[src/rtl/set_sequencer.sv]
// set_sequencer: drives N control lines through queued timed steps, optionally restoring the pre-step value.
module set_sequencer #(
  parameter int N = 1,
  parameter int PW = 16,
  parameter int DEPTH = 4,
  parameter logic [N-1:0] INIT = '0
) (
  input  logic                     clk,
  input  logic                     rst_n,
  input  logic                     cmd_valid,
  output logic                     cmd_ready,
  input  logic [N-1:0]             cmd_state,
  input  logic [PW-1:0]            cmd_period,
  input  logic                     cmd_restore,
  input  logic                     abort,
  output logic [N-1:0]             signals,
  output logic                     busy,
  output logic                     done,
  output logic [$clog2(DEPTH):0]   level
);
  localparam int AW = $clog2(DEPTH);
  localparam int CW = N + PW + 1;
  typedef enum logic {IDLE, HOLD} state_t;
  state_t r_state, w_next;
  logic [CW-1:0] r_mem [DEPTH];
  logic [AW-1:0] r_wr, r_rd;
  logic [AW:0] r_level;
  logic [N-1:0] r_saved;
  logic [PW-1:0] r_cnt;
  logic r_restore;
  logic w_push, w_pop, w_end;
  logic [N-1:0] w_hs;
  logic [PW-1:0] w_hp;
  logic w_hr;
  assign cmd_ready = (r_level != (AW+1)'(DEPTH)) && !abort;
  assign w_push = cmd_valid && cmd_ready;
  assign w_pop = (r_state == IDLE) && (r_level != '0) && !abort;
  assign w_end = (r_state == HOLD) && (r_cnt == '0) && !abort;
  assign {w_hs, w_hp, w_hr} = r_mem[r_rd];
  assign busy = (r_state == HOLD) || (r_level != '0);
  assign level = r_level;
  always_comb begin
    w_next = r_state;
    w_next = abort ? IDLE : w_pop ? HOLD : w_end ? IDLE : r_state;
  end
  always_ff @(posedge clk)
    if (w_push) r_mem[r_wr] <= {cmd_state, cmd_period, cmd_restore};
  always_ff @(posedge clk or negedge rst_n) begin
    if (!rst_n) begin
      r_state   <= IDLE;
      r_wr      <= '0;
      r_rd      <= '0;
      r_level   <= '0;
      signals   <= INIT;
      r_saved   <= INIT;
      r_cnt     <= '0;
      r_restore <= 1'b0;
      done      <= 1'b0;
    end else begin
      r_state <= w_next;
      done    <= w_end;
      if (abort) begin
        r_wr    <= '0;
        r_rd    <= '0;
        r_level <= '0;
        if (r_state == HOLD && r_restore) signals <= r_saved;
      end else begin
        r_wr    <= r_wr + AW'(w_push);
        r_rd    <= r_rd + AW'(w_pop);
        r_level <= r_level + (AW+1)'(w_push) - (AW+1)'(w_pop);
        if (w_pop) begin
          r_saved   <= signals;
          signals   <= w_hs;
          r_cnt     <= (w_hp == '0) ? '0 : w_hp - PW'(1);
          r_restore <= w_hr;
        end else if (r_state == HOLD) begin
          if (r_cnt != '0) r_cnt <= r_cnt - PW'(1);
          else if (r_restore) signals <= r_saved;
        end
      end
    end
  end
endmodule

[config.mk]
export PLATFORM = sky130hd
export DESIGN_NAME = set_sequencer
export DESIGN_NICKNAME = d
export VERILOG_FILES = /design/src/rtl/set_sequencer.sv
export SDC_FILE = /design/constraint.sdc
export NUM_CORES = 1
export LEC_CHECK = 0
export CAP_MARGIN = 10
export CORE_UTILIZATION = 59
export CTS_CLUSTER_DIAMETER = 150
export DETAILED_ROUTE_END_ITERATION = 12
export GPL_TIMING_DRIVEN = 0
export MAX_ROUTING_LAYER = met4
export PLACE_DENSITY = 0.79
export SETUP_SLACK_MARGIN = 0.3
export SLEW_MARGIN = 20
export SYNTH_ARGS = -nofsm -noshare
export SYNTH_HDL_FRONTEND = slang
export SYNTH_SLANG_ARGS = --single-unit
[constraint.sdc]
create_clock -name clk -period 3.46 [get_ports clk]
set_clock_uncertainty 0.05 [all_clocks]
set_input_delay 0.692 -clock clk [delete_from_list [all_inputs] [get_ports clk]]
set_output_delay 0.692 -clock clk [all_outputs]
set_load 0.02 [all_outputs]
==> summary.txt <==
Global routing
  • Vias in the first global route: 2842
  • Initial antenna violation count: 0
  • Gr ovfl total: 0
  • Global-route wire length before repair: 14200 um
  • Total track usage: 0.253
  • Pin count of the biggest net entering global routing: 29

Logic synthesis
  • Synth unique cells: 51
  • Gate Count Post-Synth: 318
  • Top FF cell, synth: edfxtp_1
  • Top-count cell post-synth: edfxtp_1
  • Dominant cell type by area after synthesis: edfxtp_1
  • Syn Area/Cell: 14.2 um^2
  • Post-synthesis register bit count: 100
  • EDFF count, synth: 72
  • Synth warn: 0
  • Area contributors post-synth: edfxtp_1 48%, dfrtp_1 15%, mux4_2 9.0%, nand2_1 2.1%, ha_1 1.9%
  • Yosys top cell area share: 0.478
  • Register area share after synthesis: 0.632
  • Commonest cells post-synth: 72 x edfxtp_1, 28 x dfrtp_1, 25 x nand2_1
  • Synthesized cell area: 4530 um^2
  • Syn nets: 348
  • Asr flop ratio synth: 0.280

Critical path
  • Reg2reg end: r_cnt[10]
  • Worst reg2reg setup slack: 0.54 ns
  • CP Launch Type: input port
  • Critical path required time: 2.72 ns
  • Crit Path Class: in -> out
  • Worst Path Arrival: 2.23 ns
  • Worst Setup EP: cmd_ready
  • CP Launch Point: abort
  • Reg2reg start: r_rd[0]
  • CP endpoint kind: primary output
  • FF-to-FF path depth: 10
  • Max FO, Critical Path: 10

Power
  • VDD IR-drop max: 0.433 mV
  • Static Leak: 0.00175 uW
  • Pwr dens: 666 nW/um^2

Route
  • DR iter-0 viols: 145
  • TritonRoute pass-1 iters: 4
  • Total wire length: 8560 um
  • DRC Markers: 0
  • DR vias/cell: 6.08
  • Wire per inst: 18.4 um
  • Vias: 2820
  • ANT nets after route: 0

Layout
  • Layout cell share with drive strength beyond 1: 0.156
  • FILL cells: 478
  • Sequential cell area: 2860 um^2
  • Diode count: 0
  • Final core occ: 0.706
  • Design Area, Final: 5170 um^2
  • Area Overhead vs Synth: 14.3%
  • Multi-input gate area: 1590 um^2
  • Nets: 390

Clock tree
  • CTS tree: built
  • Worst skew pair latency: 0.36 ns
  • TritonCTS buffer count: 9
  • Clock root buffer: clkbuf_8
  • Clock tree buffer depth: 2
  • Postcts setup bufs: 0
  • Clock transition at the registers of the reported paths: 0.10 ns
  • CTS Sinks: 100
  • # H-tree levels: 3

STA
  • Rel. slew slack: 0.374
  • Period utilisation layout: 0.860
  • Max-slew violation count: 0
  • Final setup viols: 0
  • Peak Freq: 336 MHz
  • Unrepaired setup endpoints after global routing: no
  • Final hold vios: 0
  • Final min period: 2.98 ns
  • Worst-Margin Slew: 0.938 ns

Job
  • MaxCap Viol Count: 0

Min path
  • Hold/Removal Path Class: in -> async

Floorplanning
  • Die area: 8030 um^2
  • Die X: 89.6 um
  • Rows: 31
  • Io pins: 29
  • Core area: 7330 um^2
  • Height of the die: 89.6 um
  • Initial core utilization: 0.618

Placed design
  • Cell area after placement: 4980 um^2
  • Post-DP HPWL: 6080 um
  • IO buf count: 28
  • Routability congestion estimate: 0.928

Run status
  • Status: complete, no violations
[metrics by stage]
step	setup WS, ns	setup TNS, ns	hold WS, ns	power [uW]	std cells
global route	0.342	0	0.337	3650	464
CTS	0.376	0	0.306	3450	464
detailed placement	-0.131	-0.192	0.424	2760	448
floorplan	0.579	0	0.346	2430	318
global placement	-0.192	-4.77	0.412	2720	445
finish	0.483	0	0.281	3440	464
[state kept, by name, summed over array words and instances, names as in the netlist]
name / cells
r_wr: 2
r_saved: 1
done: 1
signals: 1
level: 3
r_state: 1
r_cnt: 16
r_mem: 72
r_restore: 1
r_rd: 2
[cell usage in the layout (no fill, tap or decap), types with 2 or more instances in the layout]
master | netlist | layout
edfxtp_1 | 72 | 72
dfrtp_1 | 28 | 28
clkdlybuf4s50_1 | 0 | 27
nand2_1 | 25 | 24
nor2_1 | 21 | 20
mux4_2 | 18 | 18
nor3_1 | 13 | 12
o21ai_0 | 12 | 12
xnor2_1 | 10 | 10
inv_1 | 9 | 9
clkbuf_8 | 0 | 9
a21oi_1 | 8 | 8
o21ai_1 | 8 | 8
nand3_1 | 7 | 7
ha_1 | 7 | 7
buf_6 | 3 | 6
xor2_1 | 6 | 6
o221ai_1 | 6 | 6
mux2i_1 | 5 | 5
clkbuf_1 | 4 | 4
nor2b_1 | 4 | 4
nor4_1 | 4 | 4
buf_2 | 1 | 3
and3_1 | 3 | 3
or4_1 | 3 | 3
nand4_1 | 3 | 3
nand3b_1 | 3 | 3
a22oi_1 | 3 | 3
or3_1 | 2 | 2
nor2_2 | 1 | 2
and2_1 | 2 | 2
nand2b_1 | 2 | 2
nor4_2 | 2 | 2
o211ai_1 | 2 | 2
clkinv_4 | 0 | 2
inv_8 | 0 | 2
[repair_timing]
| item | CTS | global route |
|---|---|---|
| hold buffers | 0 | 0 |
| resized for setup | 1 | 2 |
| endpoints found under the setup margin | 1 | 11 |
| hold endpoints to repair | 0 | 0 |
| cloned | 0 | 0 |
[report_power, final]
| group | internal, uW | switching (uW) | leakage, uW |
|---|---|---|---|
| Sequential | 1460 | 171 | 0.000990 |
| Combinational | 518 | 591 | 0.000670 |
| Clock | 275 | 428 | 0.0000913 |
[cell families (layout without fill, tap and decap cells)]
logic type,after synthesis,after routing,share of synthesized area
AND/OR/NAND/NOR,104,104,0.122
flip-flops,100,100,0.632
AO/OA/AOI/OAI,46,46,0.0647
multiplexers,24,24,0.103
buffers and inverters,20,67,0.0227
XOR/XNOR,16,16,0.0310
adder cells (fa/ha/maj),8,8,0.0238
[metal layers]
metal,vias to the layer above,global-route usage,share of wire
met4,0,0.107,0.023
met5,-,-,0
met3,18,0.0539,0.046
met1,1407,0.321,0.43
met2,91,0.401,0.50
li1,1304,-,-
[worst max-delay path: stages]
cell and delay [ns]:
clkdlybuf4s50_1 0.50, clkbuf_1 0.38, a21oi_1 0.10, clkdlybuf4s50_1 0.56
[how the worst min path moves through the flow]
| stage | end | startpoint | cells after the start |
|---|---|---|---|
| 2_1_floorplan | done | rst_n | 0 |
| 3_3_place_gp | r_restore | r_restore | 2 |
| 3_5_place_dp | r_restore | r_restore | 2 |
| 4_1_cts | level[2] | rst_n | 1 |
| 5_1_grt | level[2] | rst_n | 1 |
| 6_report | level[2] | rst_n | 1 |
[final cells by class]
cell class,instances,area share
Buffer,11,0.0138
Timing Repair Buffer,31,0.0597
Sequential cell,100,0.553
Clock buffer,9,0.0239
Tap cell,99,0.0239
Clock inverter,7,0.0116
Inverter,9,0.00653
Multi-Input combinational cell,198,0.307
Note: power is estimated with default switching activity, not from simulation.
